**src/rtl/axis_frame_packer_if.sv**
```systemverilog
// AXI-Stream output bundle for axis_frame_packer.
// Ports: tdata/tkeep/tlast/tvalid from master, tready from slave.
interface axis_frame_packer_if #(
  parameter int DATA_W = 32
) ();
  logic [DATA_W-1:0]   tdata;
  logic [DATA_W/8-1:0] tkeep;
  logic                tlast;
  logic                tvalid;
  logic                tready;

  modport master (
    output tdata, tkeep, tlast, tvalid,
    input  tready
  );

  modport slave (
    input  tdata, tkeep, tlast, tvalid,
    output tready
  );
endinterface

```
**src/rtl/axis_frame_packer.sv**
```systemverilog
// Packs a non-stallable sample stream into fixed-length AXI-Stream frames.
// Ports: clk, rst (async high), enable, frame_len, s_data/s_valid in;
// m_axis (master stream), busy, overflow, drop_cnt, frame_cnt out.
module axis_frame_packer #(
  parameter int               DATA_W     = 32,
  parameter int               FIFO_DEPTH = 16,
  parameter logic [DATA_W-1:0] PAD_WORD  = '0
) (
  input  logic                 clk,
  input  logic                 rst,
  input  logic                 enable,
  input  logic [15:0]          frame_len,
  input  logic [DATA_W-1:0]    s_data,
  input  logic                 s_valid,
  axis_frame_packer_if.master  m_axis,
  output logic                 busy,
  output logic                 overflow,
  output logic [31:0]          drop_cnt,
  output logic [31:0]          frame_cnt
);
  localparam int AW = $clog2(FIFO_DEPTH);

  typedef enum logic [1:0] {IDLE, RUN, FLUSH} state_t;

  state_t              state, state_n;
  logic [DATA_W:0]     mem [FIFO_DEPTH];
  logic [AW-1:0]       wr_ptr, rd_ptr;
  logic [AW:0]         count;
  logic [15:0]         beat_cnt, len_q, len_start;
  logic                empty, full, pop, room, is_last;
  logic                wr_en, drop;
  logic [DATA_W-1:0]   wr_word;

  assign empty     = (count == '0);
  assign full      = (count == (AW+1)'(FIFO_DEPTH));
  assign pop       = !empty && m_axis.tready;
  // a full FIFO still accepts a word when the head leaves this cycle
  assign room      = !full || pop;
  assign len_start = (frame_len == 16'd0) ? 16'd1 : frame_len;
  assign is_last   = (beat_cnt == len_q - 16'd1);

  always_ff @(posedge clk or posedge rst) begin
    if (rst) state <= IDLE;
    else     state <= state_n;
  end

  always_comb begin
    state_n = state;
    unique case (state)
      IDLE:    if (enable) state_n = RUN;
      RUN:     if (!enable)
                 state_n = (beat_cnt == 16'd0) ? IDLE : FLUSH;
      FLUSH:   if (wr_en && is_last) state_n = IDLE;
      default: state_n = IDLE;
    endcase
  end

  always_comb begin
    wr_en   = 1'b0;
    wr_word = s_data;
    drop    = 1'b0;
    unique case (state)
      RUN: if (enable && s_valid) begin
        wr_en = room;
        drop  = !room;
      end
      FLUSH: begin
        wr_en   = room;
        wr_word = PAD_WORD;
      end
      default: ;
    endcase
  end

  always_ff @(posedge clk or posedge rst) begin
    if (rst) begin
      beat_cnt <= '0;
      len_q    <= 16'd1;
    end else if (state == IDLE && enable) begin
      beat_cnt <= '0;
      len_q    <= len_start;
    end else if (wr_en) begin
      if (is_last) begin
        beat_cnt <= '0;
        len_q    <= len_start;
      end else begin
        beat_cnt <= beat_cnt + 16'd1;
      end
    end
  end

  always_ff @(posedge clk) begin
    if (wr_en) mem[wr_ptr] <= {is_last, wr_word};
  end

  always_ff @(posedge clk or posedge rst) begin
    if (rst) begin
      wr_ptr <= '0;
      rd_ptr <= '0;
      count  <= '0;
    end else begin
      if (wr_en) wr_ptr <= wr_ptr + AW'(1);
      if (pop)   rd_ptr <= rd_ptr + AW'(1);
      count <= count + (AW+1)'(wr_en) - (AW+1)'(pop);
    end
  end

  always_ff @(posedge clk or posedge rst) begin
    if (rst) begin
      overflow  <= 1'b0;
      drop_cnt  <= '0;
      frame_cnt <= '0;
    end else begin
      if (drop) begin
        overflow <= 1'b1;
        if (drop_cnt != 32'hFFFF_FFFF) drop_cnt <= drop_cnt + 32'd1;
      end
      if (pop && m_axis.tlast) frame_cnt <= frame_cnt + 32'd1;
    end
  end

  // head is gated so the bus reads zero while nothing is queued
  assign m_axis.tvalid = !empty;
  assign {m_axis.tlast, m_axis.tdata} = empty ? '0 : mem[rd_ptr];
  assign m_axis.tkeep  = '1;
  assign busy          = (state != IDLE) || !empty;
endmodule

```
**src/flat_wrapper.sv**
```systemverilog
// flat-port wrapper written by rule: the top's interface ports become plain ports
module axis_frame_packer_flat 
#(
  parameter int               DATA_W     = 32,
  parameter int               FIFO_DEPTH = 16,
  parameter logic [DATA_W-1:0] PAD_WORD  = '0
)
  (clk, rst, enable, frame_len, s_data, s_valid, busy, overflow, drop_cnt, frame_cnt, m_axis_tdata, m_axis_tkeep, m_axis_tlast, m_axis_tvalid, m_axis_tready);
  axis_frame_packer_if #(.DATA_W(DATA_W)) m_axis_i ();
  input  logic clk;
  input  logic rst;
  input  logic enable;
  input  logic [15:0] frame_len;
  input  logic [DATA_W-1:0] s_data;
  input  logic s_valid;
  output logic busy;
  output logic overflow;
  output logic [31:0] drop_cnt;
  output logic [31:0] frame_cnt;
  output wire logic [$bits(m_axis_i.tdata)-1:0] m_axis_tdata;
  output wire logic [$bits(m_axis_i.tkeep)-1:0] m_axis_tkeep;
  output wire logic [$bits(m_axis_i.tlast)-1:0] m_axis_tlast;
  output wire logic [$bits(m_axis_i.tvalid)-1:0] m_axis_tvalid;
  input wire logic [$bits(m_axis_i.tready)-1:0] m_axis_tready;
  assign m_axis_tdata = m_axis_i.tdata;
  assign m_axis_tkeep = m_axis_i.tkeep;
  assign m_axis_tlast = m_axis_i.tlast;
  assign m_axis_tvalid = m_axis_i.tvalid;
  assign m_axis_i.tready = m_axis_tready;
  axis_frame_packer #(.DATA_W(DATA_W), .FIFO_DEPTH(FIFO_DEPTH), .PAD_WORD(PAD_WORD)) u_core (.clk(clk), .rst(rst), .enable(enable), .frame_len(frame_len), .s_data(s_data), .s_valid(s_valid), .m_axis(m_axis_i), .busy(busy), .overflow(overflow), .drop_cnt(drop_cnt), .frame_cnt(frame_cnt));
endmodule
```
**config.mk**
```make
export PLATFORM = sky130hd
export DESIGN_NAME = axis_frame_packer_flat
export DESIGN_NICKNAME = d
export VERILOG_FILES = /design/src/rtl/axis_frame_packer_if.sv /design/src/rtl/axis_frame_packer.sv /design/src/flat_wrapper.sv
export SDC_FILE = /design/constraint.sdc
export NUM_CORES = 1
export LEC_CHECK = 0
export CORE_AREA = 2 2 390 276
export DETAILED_ROUTE_END_ITERATION = 6
export DIE_AREA = 0 0 392 278
export DONT_BUFFER_PORTS = 1
export SLEW_MARGIN = 40
export SYNTH_ARGS = -nofsm -noshare
export SYNTH_HDL_FRONTEND = slang
export SYNTH_SLANG_ARGS = --single-unit
```
**constraint.sdc**
```tcl
create_clock -name clk -period 8.95 [get_ports clk]
set_input_delay 0.895 -clock clk [delete_from_list [all_inputs] [get_ports clk]]
set_output_delay 0.895 -clock clk [all_outputs]
set_load 0.005 [all_outputs]
```
# [Word level (Yosys, flattened, before mapping)]
# Memory sizes are Yosys's and may differ from the RTL's.
# Cells that the tools add are included.
[word_totals] regBits=112 mem_bits_rw=528 in_bits=53 output_inout_bits=104 word_cells=66 mem_count=1
[mem_list] name="u_core.mem" words=16 word_bits=33 read_ports=1 rd_clocked_by_memory_dff=0 wr=1 line_no="axis_frame_packer.sv:26" source="logic [DATA_W:0] mem [FIFO_DEPTH];"
[classes] n_addsub=8 eq_ne=8 muxes=20 reduce_logical=20
[op_table] operator="two-way mux 16 bit" n=7
[op_table] operator="adder 32 x 1 -> 32 bit, second input constant" n=2
[op_table] operator="two-way mux 33 bit" n=1
[op_table] operator="logical NOT 16 bit" n=2
[op_table] operator="two-way mux 32 bit" n=1
[op_table] operator="!= test 32 bit, second input constant" n=1
[op_table] operator="adder 16 x 1 -> 16 bit, second input constant" n=1
[op_table] operator="equality test 16 bit" n=1
[op_table] operator="subtractor 16 x 1 -> 16 bit, second input constant" n=1
[op_table] operator="adder 4 x 1 -> 4 bit, second input constant" n=2
[op_table] operator="two-way mux 2 bit" n=4
[op_table] operator="one-hot mux 2 bit (3 select lines)" n=1
[op_table] operator="nonzero test 2 bit" n=3
[op_table] operator="adder 5 x 1 -> 5 bit" n=1
[op_table] operator="equality test 5 bit, second input constant" n=1
[op_table] operator="logical AND 1 bit" n=5
[op_table] operator="logical NOT 5 bit" n=1
[op_table] operator="two-way mux 1 bit" n=5
[op_table] operator="subtractor 5 x 1 -> 5 bit" n=1
[op_table] operator="!= test 2 bit, second input constant" n=2
[op_table] operator="AND reduction 2 bit" n=2
[op_table] operator="logical NOT 1 bit" n=3
[op_table] operator="AND reduction 3 bit" n=1
[op_table] operator="equality test 2 x 1 -> 1 bit, second input constant" n=1
[op_table] operator="other kinds (5)" n=6

# [Depth between registers and ports, before layout]
[depth] depth_word=9 mapped_depth=13

# [Worst setup path before layout]
# No wires, ideal clock.
[synth_path] path_kind="register to output" from="register u_core.rd_ptr[0]" to="output port m_axis_tdata[0]" t_arrival_ns=2.526 required_time_ns=8.055 setup_slack_ns=5.529 path_stages_with_launch=7 path_buffers=3 cell_sequence="dfrtp_1 -> buf_2 -> clkbuf_1 -> buf_1 -> mux4_2 -> mux4_2 -> and2_1"
[synth_via] elab_chain_len=2
[synth_rtl] element="start: declaration" line_no="axis_frame_packer.sv:27" source="logic [AW-1:0] wr_ptr, rd_ptr;"
[synth_rtl] element="start signal: assignment" line_no="axis_frame_packer.sv:103" source="if (pop) rd_ptr <= rd_ptr + AW'(1);"
[synth_rtl] element="memory read (16 x 33 bit)"
[synth_rtl] element="two-way mux 33 bit" line_no="axis_frame_packer.sv:124" source="assign {m_axis.tlast, m_axis.tdata} = empty ? '0 : mem[rd_ptr];"
[synth_rtl] element="end: declaration" line_no="flat_wrapper.sv:20" source="output wire logic [$bits(m_axis_i.tdata)-1:0] m_axis_tdata;"
# No other way between the ends.

# [Worst setup path in the final report]
[layout_path] from="register u_core.rd_ptr[0]" to="output port m_axis_tdata[30]"
# The elaborated chain is that of the path after synthesis.

==> flow_metrics.tcl <==
set metrics [dict create \
    status "completed" \
    clk_latency_ps 610 \
    synth_top_cells_by_count "edfxtp_1, mux4_2, dfrtp_1" \
    n_fill_cell 10341 \
    cp.required_ps 8060 \
    ys_types 58 \
    antenna_left 0 \
    track_usage 0.1125 \
    grt_max_degree 62 \
    clockRootBuffer "clkbuf_16" \
    coreArea_um2 105400 \
    worstPathMaxFanout 56 \
    final_cells 2922 \
    reg2reg_depth 8 \
    synth_top_area_frac 0.6050 \
    crit_slowest_cell "dfrtp_4" \
    vias 12860 \
    rr_endpoint "u_core.len_q[9]" \
    tns_ps 0 \
    synth_seq_cells 640 \
    fin_crit_sh 0.5125 \
    p_per_area_nw_per_um2 293.7 \
    report.final.slew_viol_count 0 \
    syn_to_final_growth_pct 16.40 \
    start_util 0.2488 \
    via_per_inst 4.401 \
    worst_clock_skew_ps 26.63 \
    yosysMostFrequentCell "edfxtp_1" \
    ctsResizeCount 0 \
    ir_worst_vdd_mv 0.1566 \
    synth_area_leaders "edfxtp_1, mux4_2, dfrtp_1, xnor2_1, and2_1" \
    drt-initial-drc-count 1181 \
    grt_pass1_vias 13495 \
    dp_hpwl_um 32490 \
    rrSetupSlack_ps 5250 \
    synth_flop_cell "edfxtp_1" \
    r2r_start "u_core.len_q[2]" \
    fp.dieArea_um2 109000 \
    setup_violations 0 \
    wl_per_cell_um 20.96 \
    finish.net_count 1511 \
    cpPeakStageDelay_ps 700 \
    fin_crit_ps 4587 \
    crit_type "reg2out" \
    cts_tree "yes" \
    slew-limit-headroom 0.4619 \
    io_buffer_count 0 \
    tightest_slew_ps 807.1 \
    drive_gt1_frac 0.2535 \
    path_cells "buf_12 > buf_12 > buf_16 > mux4_2 > mux4_2 > and2_1" \
    fin_util 0.2896 \
    synth-edff-count 528 \
    drt_pass1_iterations 5 \
    hold_class "in2async" \
    cp-start-kind "flip-flop" \
    yosysWarnings 0 \
    cts_buffer_depth 3 \
    synth_area_per_cell_um2 18.65 \
    grt_pass1_wl_um 90690 \
    post_cts.repair.setup_buffers 0 \
    cts_buffers 70 \
    p_leak_uw 0.01004 \
    drc 0 \
    die_y_um 278 \
    gp_congestion 0.7894 \
    yosys.area.top_type "edfxtp_1" \
    syn_inst 1405 \
    clk_pin_slew_ps 60 \
    wl_um 61230 \
    end_kind "output pin" \
    fp-row-count 100 \
    cts_sinks 640 \
    rsz0062_at_grt "false" \
    synthesis.area_um2 26210 \
    drv_cap 0 \
    post-place-ws_ps 4796 \
    setup_ws_ps 4363 \
    io_pins 157 \
    cts_hold_buffers 0 \
    arrival_ps 3690 \
    ys_async_sr_fraction 0.1750 \
    place_inst 2792 \
    fmax_ghz 0.2180 \
    antenna_found_initial 11 \
    h-tree-depth 3 \
    ys_seq_area_frac 0.7119 \
    die_w_um 392 \
    hold_viol_final 0 \
    gr-total-overflow 0 \
]
-- logic make-up (layout without fill, tap and decap cells) --
group                      after synthesis  count (layout)  share of synthesized area
adders and majority gates               20              20                   0.009834
AOI/OAI and AO/OA                       42              42                    0.01050
xor gates and xnor gates               100             100                    0.03342
other                                    1               7                  0.0001431
muxes                                  181             181                     0.1501
and+or+nand+nor                        323             323                    0.06779
DFF                                    640             640                     0.7119
buffers and inverters                   98             181                    0.01628
-- per-layer routing --
layer | global-route usage | part of all wire | wire, um | vias to the layer above
met3 | 0.02984 | 0.074 | 4505 | 95
met4 | 0.02613 | 0.019 | 1156 | 0
li1 | - | - | - | 5586
met2 | 0.1744 | 0.46 | 27890 | 386
met1 | 0.1574 | 0.45 | 27680 | 6793
met5 | 0 | 0 | 0 | -
-- per-stage QoR --
| stage | total power, uW | instance area [um2] | hold slack, ps |
|---|---|---|---|
| after detailed placement | 6123 | 28030 | 497.3 |
| after floorplan | 5432 | 26220 | 464.7 |
| after global routing | 9426 | 30500 | 272.1 |
| after global placement | 5997 | 27880 | 493.1 |
| after CTS | 9080 | 30360 | 216.1 |
| final | 8961 | 30510 | 240.2 |
-- power by group --
group	total, uW	switching, uW	internal, uW
clock network	2930	1230	1690
registers	3730	215	3520
logic	2300	1160	1140
-- final cells by class --
type	count	area, um2	area share
Antenna cell	3	7.507	0.0002461
Clock buffer	81	1793	0.05877
Clock inverter	44	535.5	0.01755
Inverter	33	128.9	0.004224
Multi-Input combinational cell	670	7281	0.2387
Sequential cell	640	18670	0.6121
Tap cell	1428	1787	0.05857
Timing Repair Buffer	23	302.8	0.009925
-- worst max path at each step --
stage	depth (start not counted)	slack, ps	from	endpoint
detailed placement	5	4800	u_core.rd_ptr[0]	m_axis_tdata[30]
finish	6	4360	u_core.rd_ptr[0]	m_axis_tdata[30]
global route	6	4040	u_core.rd_ptr[0]	m_axis_tdata[30]
global placement	4	4730	u_core.rd_ptr[1]	m_axis_tdata[30]
floorplan	1	5100	rst	u_core.beat_cnt[0]
CTS	5	4120	u_core.rd_ptr[0]	m_axis_tdata[30]
-- critical path: cells and delay by family (launching register included) --
family / cells / cell delay [ps]
flops: 1 / 700
simple gates: 1 / 220
buf+inv: 3 / 990
mux: 2 / 1120
-- layout by cell type, fill, tap and decap left out, types with 17 or more instances in the layout --
master,count
nand2_1,49
and2_1,38
edfxtp_1,528
nor3_1,17
dfrtp_1,107
mux4_2,165
xnor2_1,66
inv_1,31
nand4_1,21
clkbuf_16,70
ha_1,18
nand3_1,30
nor2b_2,32
xor2_1,34
nor2_1,50
-- registers in the layout, summed over array words and instances, names as in the netlist --
| name | cells |
|---|---|
| u_core.beat_cnt | 16 |
| u_core.len_q | 16 |
| u_core.frame_cnt | 32 |
| u_core.mem | 528 |
| u_core.drop_cnt | 32 |
| u_core.wr_ptr | 4 |
| u_core.count | 5 |
| u_core.rd_ptr | 4 |
| u_core.overflow | 1 |
| u_core.state | 2 |
No activity file was read; power rests on OpenSTA's default activity.
